## config.mk

```make
export PLATFORM = sky130hd
export DESIGN_NAME = xor_checksum
export DESIGN_NICKNAME = d
export VERILOG_FILES = /design/src/rtl/xor_pkg.sv /design/src/rtl/xor_word.sv /design/src/rtl/xor_checksum.sv
export SDC_FILE = /design/constraint.sdc
export NUM_CORES = 1
export LEC_CHECK = 0
export BUFFER_PORTS_ARGS = -buffer_cell sky130_fd_sc_hd__buf_2
export CAP_MARGIN = 15
export CORE_ASPECT_RATIO = 1.5
export CORE_MARGIN = 4
export CORE_UTILIZATION = 52
export DETAILED_ROUTE_END_ITERATION = 6
export PLACE_DENSITY_LB_ADDON = 0.25
export SETUP_SLACK_MARGIN = 0.5
export SLEW_MARGIN = 0
export SYNTH_ARGS = -nofsm -noshare
export SYNTH_HDL_FRONTEND = slang
export SYNTH_SLANG_ARGS = --single-unit
```

## constraint.sdc

```tcl
create_clock -name clk -period 1.6 [get_ports clk]
set_input_delay 0.08 -clock clk [delete_from_list [all_inputs] [get_ports clk]]
set_output_delay 0.08 -clock clk [all_outputs]
set_load 0.005 [all_outputs]
```

## src/rtl/xor_pkg.sv

```systemverilog
// Shared types and helpers for the streaming XOR checksum unit.
package xor_pkg;

    // Frame state: collecting beats, or presenting a finished result.
    typedef enum logic [0:0] {
        ACCUM = 1'b0,
        HOLD  = 1'b1
    } state_t;

    // Width needed to hold a beat count from 0 up to and including max_len.
    function automatic int unsigned cw_of(input int unsigned max_len);
        return $clog2(max_len + 1);
    endfunction

endpackage : xor_pkg

```

## src/rtl/xor_word.sv

```systemverilog
// Word-wide bitwise XOR assembled from one 1-bit XOR gate per bit.
module xor_word #(
    parameter int unsigned WIDTH = 8
) (
    input  logic [WIDTH-1:0] a,
    input  logic [WIDTH-1:0] b,
    output logic [WIDTH-1:0] sum_c
);

    // One gate per bit position.
    for (genvar i = 0; i < WIDTH; i++) begin : g_bit
        xor u_gate (sum_c[i], a[i], b[i]);
    end

endmodule : xor_word

```

## src/rtl/xor_checksum.sv

```systemverilog
// Streaming XOR checksum: folds a frame of words into one checksum word,
// a parity bit and a saturating beat count, then holds the result until
// the consumer takes it.
module xor_checksum
    import xor_pkg::*;
#(
    parameter int unsigned WIDTH      = 8,
    parameter int unsigned MAX_LEN    = 16,
    parameter bit          ODD_PARITY = 1'b0,
    localparam int unsigned CW        = cw_of(MAX_LEN)
) (
    input  logic             clk,
    input  logic             rst_n,
    input  logic             in_valid,
    output logic             in_ready,
    input  logic [WIDTH-1:0] in_data,
    input  logic             in_last,
    output logic             out_valid,
    input  logic             out_ready,
    output logic [WIDTH-1:0] out_sum,
    output logic             out_parity,
    output logic [CW-1:0]    out_count,
    output logic             out_overflow
);

    localparam logic [CW-1:0] MAX_CNT = CW'(MAX_LEN);

    state_t           state_q;
    state_t           state_d;

    logic [WIDTH-1:0] acc_q;
    logic [CW-1:0]    cnt_q;
    logic             ovf_q;

    logic             accept_c;
    logic             at_max_c;
    logic [WIDTH-1:0] acc_next_c;
    logic [CW-1:0]    cnt_next_c;
    logic             ovf_next_c;

    // Accumulator update: running sum XOR the incoming word.
    xor_word #(
        .WIDTH (WIDTH)
    ) u_acc_xor (
        .a     (acc_q),
        .b     (in_data),
        .sum_c (acc_next_c)
    );

    // Beat acceptance and saturating count / sticky overflow for this beat.
    always_comb begin
        accept_c   = in_valid & in_ready;
        at_max_c   = (cnt_q == MAX_CNT);
        cnt_next_c = at_max_c ? cnt_q : cnt_q + CW'(1);
        ovf_next_c = ovf_q | at_max_c;
    end

    // State register.
    always_ff @(posedge clk) begin
        if (!rst_n) begin
            state_q <= ACCUM;
        end else begin
            state_q <= state_d;
        end
    end

    // Next-state: close the frame on its last beat, release on result handshake.
    always_comb begin
        state_d = state_q;
        case (state_q)
            ACCUM: begin
                if (accept_c && in_last) begin
                    state_d = HOLD;
                end
            end
            HOLD: begin
                if (out_valid && out_ready) begin
                    state_d = ACCUM;
                end
            end
            default: state_d = ACCUM;
        endcase
    end

    // Handshake flags are registered copies of the upcoming state.
    always_ff @(posedge clk) begin
        if (!rst_n) begin
            in_ready  <= 1'b0;
            out_valid <= 1'b0;
        end else begin
            in_ready  <= (state_d == ACCUM);
            out_valid <= (state_d == HOLD);
        end
    end

    // Running frame accumulators; cleared when the frame closes.
    always_ff @(posedge clk) begin
        if (!rst_n) begin
            acc_q <= '0;
            cnt_q <= '0;
            ovf_q <= 1'b0;
        end else if (accept_c) begin
            if (in_last) begin
                acc_q <= '0;
                cnt_q <= '0;
                ovf_q <= 1'b0;
            end else begin
                acc_q <= acc_next_c;
                cnt_q <= cnt_next_c;
                ovf_q <= ovf_next_c;
            end
        end
    end

    // Result registers: captured on the last beat, held until the next frame closes.
    always_ff @(posedge clk) begin
        if (!rst_n) begin
            out_sum      <= '0;
            out_parity   <= ODD_PARITY;
            out_count    <= '0;
            out_overflow <= 1'b0;
        end else if (accept_c && in_last) begin
            out_sum      <= acc_next_c;
            out_parity   <= (^acc_next_c) ^ ODD_PARITY;
            out_count    <= cnt_next_c;
            out_overflow <= ovf_next_c;
        end
    end

endmodule : xor_checksum

```

Yosys cells after proc, flatten, opt, wreduce, memory -nomap -nowiden --
Index checks and enable logic that the tools add are counted.
Storage, ports and cells: flip-flop bits (word level) 31, input bits 13, output and inout bits 17, logic and storage cells 33
Operators by class: add/sub/neg operators 1, eq/ne operators 1, multiplexer cells 7, bitwise gates (word level) 12, reduce and logical (&&, ||, !) cells 3
Operators with widths (count):
- 5-bit 2-to-1 mux | 2
- 8-bit 2-to-1 mux | 1
- 8-bit XOR reduction | 1
- 1-bit XOR | 8
- 5-bit by 1-bit adder with 5-bit output, second input constant | 1
- 5-bit == test, second input constant | 1
- 1-bit 2-to-1 mux | 3
- 1-bit logical AND | 2
- 1-bit NOT | 2
- 1-bit case mux with 2 select lines | 1
- 1-bit bitwise AND | 1
- 1-bit OR | 1

Longest topological paths before layout --
Gate-level depths: netlist of the first run.
word-level depth 5, gate-level depth with buffers 6

Cells and area by module --
Synthesis of the first run repeated with hierarchy kept, for this count alone.
Second synthesis, totals: cells, all modules 137, area total of the unflattened synthesis 1325.0 sq um
Modules (own cells, without submodules):
- xor_checksum | times used 1, cells each 129, area each 1255.0 sq um, seq. area each 620.6 sq um
- xor_word | times used 1, cells each 8, area each 70.1 sq um, seq. area each 0.0 sq um

Worst setup path after synthesis of the first run --
OpenSTA, ideal clock, no wires.
path type register -> register, from register cnt_q[0], to register cnt_q[2], arrival time 1.237 ns, required time 1.529 ns, slack 0.293 ns, stages on the path, launching flop included 7, buffers on the path 0, period minus slack after synthesis 1.307 ns, cells stage by stage dfxtp_1 -> inv_1 -> ha_1 -> and4bb_1 -> nor3_1 -> nand3b_1 -> a21oi_1
On the way: cells in the longest elaborated chain, start to end 3, elaborated cells between the ends (all ways) 4, those cells by class add/sub: 1; eq/ne: 1; mux: 2
RTL lines:
- from (decl) | line xor_checksum.sv:32 | logic [CW-1:0] cnt_q;
- from (signal assigned) | line xor_checksum.sv:109 | cnt_q <= cnt_next_c;
- 5-bit by 1-bit adder with 5-bit output / 5-bit == test (equally long branches) | line xor_checksum.sv:54, xor_checksum.sv:53
- 5-bit 2-to-1 mux (*) | line xor_checksum.sv:54 | cnt_next_c = at_max_c ? cnt_q : cnt_q + CW'(1);
- 5-bit 2-to-1 mux (*) | line xor_checksum.sv:103 | if (in_last) begin
Every way passes the cells marked *; elsewhere a longest branch is shown, timed or not. A chain may end at the register's enable or synchronous reset.

Final worst setup path of the first run --
from register cnt_q[0], to register cnt_q[4]
Same word-level chain as after synthesis.

==> impl_results.md, run 1 <==
- Total GRT Usage: 0.1925
- Most common cell in the netlist: dfxtp_1
- Diode count: 0
- Util after Layout: 0.7343
- Fin. max-slew vios: 0
- Yosys top cell area share: 0.4555
- Share of cells above drive strength 1: 0.3706
- Final min period: 1269 ps
- Clock Latency Late Sink: 350 ps
- Slew margin rel.: 0.6673
- H-tree depth: 2
- Synth top area cells: dfxtp_1 46%, xnor2_1 12%, nor2_1 7.7%
- Synthesis-stage register bit count: 31
- Post-DRT Antenna Nets: 0
- Starting Density: 0.5500
- Worst Setup Start Kind: flop
- Clock tree root buffer cell: clkbuf_4
- Worst Hold Class: input pin to flop
- Vias per inst: roughly 5.6
- Die Y-Extent: 70.70 microns
- Slew @ Worst Pin: 498.3 ps
- Residual DRC: 0
- Syn Nets: roughly 170
- CTS Buf Count: 5
- Seq/Total Area, Yosys: 0.4555
- Layout Cells excl Fill: 221
- Io pins: 30
- CP Max Fanout: 4
- Area delta synth->final: 33.52%
- Busiest layer in global routing: met2
- Final setup violation count: 0
- First-pass iteration count of the detailed router: 4
- GR Util met3: 0.08000
- Met1 usage: 0.1824
- Distinct cells, synth: 25
- Power per cell area: 879.4 mW/mm^2
- Top_reg_cell synth: dfxtp_1
- Largest net degree at the start of global routing: 29
- Fin. Hold Viols: 0
- Max Clk Rate: between 0.7 and 0.8 GHz
- MaxCap Viol Count: 0
- Core area: 0.002477 sq mm
- Via Count: ~1200
- Async SR Flop Fraction: 0
- Bufs on Longest Clock Path: 2
- Crit. End Element: flop
- Worst path max stage delay: about 380 ps
- Worst Path Required: 1830 ps
- WS Path Type: flop to flop
- CP Buf/Inv Count: 0
- CTS tree: built
- Status: finished clean
- Mapped Area: 0.001363 sq mm
- Syn. warnings: 0
- IO buf count: 29
- Routed WL: 3180 microns
- Drt wl/cell: 14.39 microns
- # clock sinks: 31
- Setup tns final: 0 ps
- Grt ovf: 0
- Number of synthesized flops with an enable pin: 0
- Crit-path cells: ha_1 > nand3_1 > xnor2_2 > a22oi_1 > nor2_1
- RePlAce Congestion: 0.7644
- # placed instances: 206
- Worst VDD drop: 0.0006098 V
- Clk_skew: 4.098 ps
- Vias in the first global route: 1182
- Synth top cells by count: 31 x dfxtp_1, 28 x nor2_1, 19 x xnor2_1
- Cell leakage power: between 0.7 and 0.8 nW
- Met2 Usage GRT: 0.3490
- Worst-path clk slew: 90 ps
- Avg Cell Area, Syn: 8.624 sq um
- Initial antenna violation count: 0
- Nets: 211
- Rows: 22
- Max stage delay cell, worst path: dfxtp_4
- Final HPWL DP: 2154 microns
- First-pass GRT wire length: ~5000 microns
- DRT iter0 DRCs: 25
- Tcrit/Tclk final: 0.7931
- Critical Path AT: 1490 ps
- Delay-heaviest family, CP: flip-flops
- Die area: 0.003520 sq mm
- Cell taking the most area after synthesis: dfxtp_1
- Die width: 49.80 microns
- RSZ-0062 raised after global routing: true
- Cells after Synth: 158
## cell type report
cell class | count | area [sq um]
inverters | 3 | 13.76
clock buffers | 8 | 68.82
repair buffers | 38 | 234.0
flip-flops and latches | 31 | 635.6
multi-input cells | 117 | 837.1
well taps | 24 | 30.03
fillers | 212 | 658.1
## per-stage QoR
step | setup slack (ps) | total power, mW | area [sq um] | hold slack [ps]
finish | 331.0 | 1.600 | 1819 | 26.65
global route | 231.2 | 1.684 | 1819 | 33.10
CTS | 367.0 | 1.591 | 1725 | 0.1700
detailed placement | 315.9 | 1.064 | 1609 | 352.9
global placement | 381.6 | 1.055 | 1609 | 330.3
floorplan | 426.5 | 0.9856 | 1439 | 201.7
## registers in the layout, summed over array words and instances (netlist names)
signal	count
cnt_q	5
out_overflow	1
in_ready	1
out_parity	1
out_sum	8
out_valid	1
out_count	5
acc_q	8
ovf_q	1
## layer usage
| metal | share of wire | wire (microns) | up-vias |
|---|---|---|---|
| met5 | 0 | 0 | - |
| met4 | 0.033 | 105 | 0 |
| met3 | 0.070 | 223 | 11 |
| met2 | 0.50 | 1599 | 39 |
| met1 | 0.39 | 1252 | 572 |
| li1 | - | - | 621 |
## worst reg2reg max path: stages (launching register included)
cell	delay, ps
dfxtp_4	380
ha_1	240
nand3_1	150
xnor2_2	170
a22oi_1	160
nor2_1	60
## path summary, 6_finish.rpt
path                                  start                        end  slack (ps)  depth (start not counted)
hold reg to reg   out_count[0]$_SDFFE_PN0P_  out_count[0]$_SDFFE_PN0P_         460                          2
setup / recovery      cnt_q[0]$_SDFFE_PN0P_      cnt_q[4]$_SDFFE_PN0P_         330                          5
setup reg to reg      cnt_q[0]$_SDFFE_PN0P_      cnt_q[4]$_SDFFE_PN0P_         330                          5
hold / removal                   in_data[1]      acc_q[1]$_SDFFE_PN0P_          30                          3
## placed cells by master (no fill, tap or decap), types with 2 or more instances in the layout
cell           instances
xnor2_2               10
nor2_1                28
a21oi_1               13
dlygate4sd3_1          2
buf_2                 29
nand3b_1               9
dfxtp_1               23
clkbuf_4               5
nor3_1                 3
clkbuf_8               2
a22oi_1                2
a211oi_1               8
buf_4                  5
nand3_1                4
xnor2_1                8
inv_2                  2
nand2_1                5
dfxtp_2                6
nor3_2                 2
o21ai_0               11
dfxtp_4                2
## power by group
part / internal [mW] / switching, mW
Combinational: 0.127 / 0.126
Sequential: 0.799 / 0.0203
Clock: 0.258 / 0.270
Total: 1.18 / 0.416
## timing repair
action,4_1_cts,5_1_grt
pin swaps,3,10
resized for setup,6,14
hold endpoints to repair,1,1
cloned,0,0
buffers inserted,2,3
setup endpoints to repair,28,30
hold buffers,1,1
## cell families after synthesis
group                    share of synthesized area
AO/OA/AOI/OAI                               0.1561
XOR/XNOR                                    0.1221
flip-flops                                  0.4555
adder cells (fa/ha/maj)                    0.01836
buffers and inverters                      0.03030
AND/OR/NAND/NOR                             0.2103
multiplexers                              0.007346
Power figures use the tool's default switching activity.
==> inputs of run 2 (changes only) <==
ABC_AREA = 1   (was default)
CORE_UTILIZATION = 54   (was 52)
clock period = 1.3 ns   (was 1.6 ns; I/O delays follow)
==> run 2 against run 1 <==
Compared with the run above:
- the run now ends with setup timing left
- wire length grew 100%
- clock skew is 4.7 ps higher
- non-clock buffer count rose by 23
- global-route usage is 5.5 points higher
- combinational power increased by 100%
- via count rose by 57%
- sequential power increased by 24%
- worst setup slack worse by 400 ps
- core utilization rose by 17 points
- clock power is 54% higher
- critical path depth rose by 6
- synthesized cell count up 46%
- critical endpoint is now out_parity$_SDFFE_PN0P_
==> impl_results.md, run 2 <==
- Post-Synth XOR/XNOR Area: 0.01706 (-0.1051)
- H-tree depth: 2 (unchanged)
- Final min period: 1373 ps (+104.0 ps)
- Clock tree root buffer cell: clkbuf_8
- Setup tns final: -72.95 ps (-72.95 ps)
- Seq/Total Area, Yosys: 0.4029 (-0.05254)
- Final HPWL DP: 2339 microns (+8.6%)
- Fin. max-slew vios: 0 (unchanged)
- Most common cell in the netlist: nand2_1
- Largest net degree at the start of global routing: 15 (-48%)
- Top flop regs: acc_q: 8 flops, out_sum: 8 flops
- First-pass GRT wire length: 6989 microns (+36%)
- Starting Density: 0.5694 (+0.01938)
- Async SR Flop Fraction: 0 (unchanged)
- Worst Hold Class: input pin to flop
- Synth Area in Simple Gates: 0.3168 (+0.1065)
- Largest family of logic cells by synthesized area: simple AND/OR/NAND/NOR gates
- Syn Nets: 245 (+42%)
- Top_reg_cell synth: dfxtp_1
- Number of synthesized flops with an enable pin: 0 (unchanged)
- Avg Cell Area, Syn: 6.697 sq um (-22%)
- Slew @ Worst Pin: 350.3 ps (-147.9 ps)
- DRT iter0 DRCs: 120 (+380%)
- Synth Area in Adders: 0.01625 (-0.002119)
- Setup WS pre-CTS: 109.6 ps (-206.4 ps)
- Worst Setup Start Kind: flop
- Fill count: 142 (-33%)
- Crit. End Element: flop
- Residual DRC: 0 (unchanged)
- Synth top area cells: dfxtp_1 40%, nand2_1 22%, a21oi_1 7.5%
- Clock Latency Late Sink: 290 ps (-60 ps)
- Cell leakage power: 1.142 nW (+56%)
- Vias per inst: 5.844 (+3.9%)
- Die area: 0.003788 sq mm (+7.6%)
- Synthesis-stage register bit count: 31 (unchanged)
- Worst-path clk slew: 70 ps (-20 ps)
- Nets: 310 (+47%)
- CTS tree: built
- RePlAce Congestion: 0.8005 (+4.7%)
- IO buf count: 29 (unchanged)
- Hold-fix buffers at CTS: 0 (-1)
- Rows: 23 (+4.5%)
- Vias in the first global route: 1636 (+38%)
- Io pins: 30 (unchanged)
- Syn. warnings: 0 (unchanged)
- MaxCap Viol Count: 0 (unchanged)
- Die width: 51.61 microns (+3.6%)
- Yosys top cell area share: 0.4029 (-0.05254)
- Drt wl/cell: 19.30 microns (+34%)
- Commonest non-fill, non-tap cell in the layout: nand2_1
- Distinct cells, synth: 27 (+8.0%)
- Final setup violation count: 1 (+1)
- Multiplexer area fraction after synthesis: 0 (-0.007346)
- Routed WL: 6428 microns (+100%)
- Synth top cells by count: 91 x nand2_1, 31 x dfxtp_1, 23 x a21oi_1
- Clk_skew: 8.760 ps (+4.661 ps)
- Mapped Area: 0.001540 sq mm (+13%)
- Bufs on Longest Clock Path: 2 (unchanged)
- Power per cell area: 961.1 mW/mm^2 (+9.3%)
- Critical Path AT: 1590 ps (+100 ps)
- Worst reg2reg startpoint: acc_q[5]$_SDFFE_PN0P_
- Post-DRT Antenna Nets: 0 (unchanged)
- Grt ovf: 0 (unchanged)
- Final worst slack: -72.95 ps (-404.0 ps)
- CTS Buf Count: 5 (unchanged)
- Post-synthesis compound-gate area fraction: 0.1397 (-0.01638)
- Status: finished, violations left
- Diode count: 0 (unchanged)
- Cell taking the most area after synthesis: dfxtp_1
- Tcrit/Tclk final: 1.056 (+0.2630)
- Share of cells above drive strength 1: 0.6014 (+0.2308)
- RSZ-0062 raised after global routing: true
- Die Y-Extent: 73.41 microns (+3.8%)
- Core area: 0.002705 sq mm (+9.2%)
- Total GRT Usage: 0.2473 (+0.05478)
- WS Path Type: flop to flop
- Max Clk Rate: 0.7284 GHz (-7.6%)
- Fin. Hold Viols: 0 (unchanged)
- # clock sinks: 31 (unchanged)
- First-pass iteration count of the detailed router: 5 (+1)
- Slew margin rel.: 0.7650 (+0.09767)
- Min-delay src: out_ready
- Area delta synth->final: 58.57%
- Cells after Synth: 230 (+46%)
- Critical path startpoint: acc_q[5]$_SDFFE_PN0P_
- Via Count: 1946 (+57%)
- Initial antenna violation count: 0 (unchanged)
- Commonest cells after routing, fill and taps aside: 65 x nand2_1, 31 x nand2_2, 23 x buf_2
- CP Max Fanout: 4 (unchanged)
- Worst VDD drop: 0.0008329 V (+37%)
- Worst Path Required: 1510 ps (-320 ps)
- Failing checks: setup timing
==> run 2: per-stage QoR <==
stage / hold WS, ps / total power, mW / instances / instance area [sq um] / util
floorplan: 222.9 / 1.235 / 230 / 1622 / -
global placement: 386.9 / 1.317 / 293 / 1780 / 0.6582
detailed placement: 397.7 / 1.322 / 293 / 1780 / 0.6582
CTS: 80.79 / 2.194 / 320 / 2162 / 0.7993
global route: 121.2 / 2.429 / 333 / 2442 / 0.9029
finish: 101.2 / 2.347 / 333 / 2442 / 0.9029
==> run 2: final timing paths <==
check,endpoint,slack (ps),cells past startpoint
hold / removal,in_ready$_SDFF_PN0_,100,5
setup reg to reg,out_parity$_SDFFE_PN0P_,-70,11
hold reg to reg,out_count[1]$_SDFFE_PN0P_,500,2
setup / recovery,out_parity$_SDFFE_PN0P_,-70,11
==> run 2: where the power goes <==
group	internal (mW)	total, mW	switching [mW]
Combinational	0.221	0.509	0.288
Sequential	0.986	1.02	0.0372
Clock	0.427	0.815	0.388
==> run 2: cell families (layout without fill, tap and decap cells) <==
| family | count (synthesis) | in the layout |
|---|---|---|
| compound gates | 41 | 41 |
| xor+xnor | 3 | 3 |
| fa+ha+maj | 2 | 2 |
| buf+inv | 36 | 101 |
| flops | 31 | 31 |
| simple gates | 117 | 118 |
==> run 2: what timing repair did <==
action | in CTS | in global routing
resized for setup | 51 | 50
hold endpoints to repair | 0 | 0
pin swaps | 21 | 25
setup buffers | 16 | 13
cloned | 3 | 0
setup endpoints to repair | 43 | 48
==> run 2: area by class of cell <==
class / instances / area, sq um / share of cell area
multi-input combinational: 164 / 1017 / 0.4165
clock inverter: 1 / 5.005 / 0.002049
timing repair buffer: 61 / 469.2 / 0.1921
sequential: 31 / 670.6 / 0.2746
timing repair inverter: 2 / 25.02 / 0.01025
inverter: 30 / 122.6 / 0.05021
clock buffer: 7 / 86.33 / 0.03535
tap: 37 / 46.29 / 0.01895
==> run 2: worst max-delay path: stages (launching register included) <==
cell and delay (ps):
dfxtp_2 340, inv_2 50, nand2_1 50, nand2_1 100, nand2_1 90, nand2_2 90
inv_2 50, nand2_2 70, nand2_2 70, nor2_1 150, nor2_2 60, nor2_1 160
==> run 2: routing by layer <==
metal,GRT usage,vias up,part of all wire
met2,0.4207,147,0.53
met3,0.06897,46,0.078
met4,0.1283,0,0.063
li1,-,847,-
met5,0,-,0
met1,0.2761,906,0.33
==> inputs of run 3 (changes only) <==
REMOVE_ABC_BUFFERS = 1   (was default)
SYNTH_HIERARCHICAL = 1   (was default)
==> run 3 against run 2 <==
Compared with the run above:
- the flow now finishes without violations
- final cell count is 4.5% lower
- flip-flop and latch count did not move
- via count down 11%
- sequential power is essentially flat
- worst setup slack gained 98 ps
- final area fell by 1.6%
==> impl_results.md, run 3 <==
- Top flop regs: acc_q: 8 flops, out_sum: 8 flops
- Syn. warnings: 6 (+6)
- Synth Area in Simple Gates: 0.3148 (-0.001971)
- Worst Hold Class: input pin to flop
- Design Power: 2.320 mW (-1.2%)
- Die area: 0.003775 sq mm (-0.36%)
- Slew margin rel.: 0.5270 (-0.2380)
- H-tree depth: 2 (unchanged)
- Bufs on Longest Clock Path: 2 (unchanged)
- IO buf count: 29 (unchanged)
- Vias in the first global route: 1520 (-7.1%)
- Post-synthesis compound-gate area fraction: 0.09543 (-0.04429)
- First-pass GRT wire length: 6886 microns (-1.5%)
- Cell taking the most area after synthesis: dfxtp_1
- RSZ-0062 raised after global routing: true
- # clock sinks: 31 (unchanged)
- Commonest cells after routing, fill and taps aside: 68 x nand2_1, 25 x dfxtp_2, 25 x buf_2
- Synth top cells by count: 97 x nand2_1, 33 x inv_1, 31 x dfxtp_1
- Synth Area in Adders: 0.01631 (+0.00006626)
- Io pins: 30 (unchanged)
- Worst reg2reg startpoint: acc_q[4]$_SDFFE_PN0P_
- Mapped Area: 0.001534 sq mm (-0.41%)
- MaxCap Viol Count: 0 (unchanged)
- Synth top area cells: dfxtp_1 40%, nand2_1 24%, inv_1 8.1%
- DRT iter0 DRCs: 73 (-39%)
- CTS Buf Count: 5 (unchanged)
- Tcrit/Tclk final: 0.9809 (-0.07525)
- Synthesis-stage register bit count: 31 (unchanged)
- Hold-fix buffers at CTS: 0 (unchanged)
- Via Count: 1728 (-11%)
- Routed WL: 5757 microns (-10%)
- Share of cells above drive strength 1: 0.5801 (-0.02128)
- Initial antenna violation count: 0 (unchanged)
- Residual DRC: 0 (unchanged)
- Clock tree root buffer cell: clkbuf_8
- Multiplexer area fraction after synthesis: 0 (unchanged)
- Final setup violation count: 0 (-1)
- Final min period: 1275 ps (-97.83 ps)
- Nets: 295 (-4.8%)
- Worst Path Required: 1480 ps (-30 ps)
- Area delta synth->final: 56.69%
- Fill count: 126 (-11%)
- Diode count: 0 (unchanged)
- Seq/Total Area, Yosys: 0.4046 (+0.001643)
- CTS tree: built
- Top_reg_cell synth: dfxtp_1
- Core area: 0.002705 sq mm (unchanged)
- Distinct cells, synth: 22 (-19%)
- Avg Cell Area, Syn: 6.699 sq um (about the same)
- Max Clk Rate: 0.7842 GHz (+7.7%)
- Post-Synth XOR/XNOR Area: 0.04568 (+0.02862)
- WS Path Type: flop to flop
- Largest family of logic cells by synthesized area: simple AND/OR/NAND/NOR gates
- First-pass iteration count of the detailed router: 4 (-1)
- Grt ovf: 0 (unchanged)
- Largest net degree at the start of global routing: 16 (+1)
- Cell leakage power: 1.148 nW (+0.53%)
- Cells after Synth: 229 (-0.43%)
- Fin. Hold Viols: 0 (unchanged)
- Rows: 23 (unchanged)
- Clock Latency Late Sink: 290 ps (about the same)
- Starting Density: 0.5671 (-0.002313)
- Fin. max-slew vios: 0 (unchanged)
- Critical Path AT: 1460 ps (-130 ps)
- Worst Setup Start Kind: flop
- Total GRT Usage: 0.2518 (+0.004496)
- Crit. End Element: flop
- Clk_skew: 11.54 ps (+2.781 ps)
- Drt wl/cell: 18.10 microns (-6.2%)
- Min-delay src: out_ready
- CP Max Fanout: 6 (+2)
- Die width: 51.52 microns (-0.17%)
- Die Y-Extent: 73.28 microns (-0.18%)
- Final HPWL DP: 2247 microns (-3.9%)
- Status: finished clean
- Async SR Flop Fraction: 0 (unchanged)
- Most common cell in the netlist: nand2_1
- Power per cell area: 965.2 mW/mm^2 (+0.42%)
- Vias per inst: 5.434 (-7.0%)
- Slew @ Worst Pin: 708.7 ps (+358.4 ps)
- Commonest non-fill, non-tap cell in the layout: nand2_1
- Worst VDD drop: 0.0009621 V (+16%)
- Post-DRT Antenna Nets: 0 (unchanged)
- Yosys top cell area share: 0.4046 (+0.001643)
- Critical path startpoint: acc_q[4]$_SDFFE_PN0P_
- RePlAce Congestion: 0.8060 (+0.69%)
- Util after Layout: 0.8885 (-0.01434)
- Worst-path clk slew: 80 ps (about the same)
- Number of synthesized flops with an enable pin: 0 (unchanged)
## run 3: final cells by class
class,instances,area (sq um),area share
Clock buffer,8,100.1,0.04164
Inverter,36,155.1,0.06455
Multi-Input combinational cell,154,1050,0.4368
Sequential cell,31,659.4,0.2743
Tap cell,37,46.29,0.01926
Timing Repair Buffer,51,381.6,0.1588
Timing Repair inverter,1,11.26,0.004685
## run 3: per-layer routing
layer / up-vias / GRT usage / routed length [microns]
li1: 795 / - / -
met2: 83 / 0.4660 / 2931
met3: 43 / 0.04868 / 306
met4: 0 / 0.1749 / 448
met1: 807 / 0.2413 / 2071
met5: - / 0 / 0
## run 3: logic make-up (layout without fill, tap and decap cells)
logic type	Yosys count	count (layout)
and+or+nand+nor	117	117
xor gates and xnor gates	8	8
AOI/OAI and AO/OA	27	27
adders and majority gates	2	2
DFF	31	31
buffers and inverters	44	96
## run 3: what timing repair did
action,in CTS,in global routing
gates resized for setup,88,56
cloned,1,0
endpoints found under the hold margin,0,0
setup endpoints to repair,35,47
pin swaps,23,23
buffers inserted,12,9
## run 3: worst paths after layout
kind                                   to  slack, ps  cells after the start
setup / recovery  out_parity$_SDFFE_PN0P_         20                     11
hold / removal       out_valid$_SDFF_PN0_        120                      4
setup reg to reg  out_parity$_SDFFE_PN0P_         20                     11
hold reg to reg   out_sum[1]$_SDFFE_PN0P_        470                      2
## run 3: stage by stage
stage	setup slack (ps)	setup TNS, ps	cells	cell area [sq um]	hold WS (ps)
after floorplan	180.6	0	221	1485	260.7
after global placement	93.39	0	288	1684	421.9
after detailed placement	52.72	0	288	1684	440.4
after CTS	188.9	0	309	2151	114.5
after global routing	-46.00	-46.00	318	2404	146.1
final	24.88	0	318	2404	115.1
## run 3: report_power, final
group / switching, mW / internal (mW) / total [mW]
Sequential: 0.0228 / 0.978 / 1.00
Combinational: 0.271 / 0.180 / 0.451
Clock: 0.384 / 0.484 / 0.868
## run 3: critical path: stages, from the launching register on
cell and delay (ps):
dfxtp_2 350, inv_1 50, nand2_2 70, nand2_4 90, inv_2 90, nand2_1 70
nand2_1 120, nand2_2 80, nand2_1 90, nand2_1 50, nand3_1 60, nand2_1 50
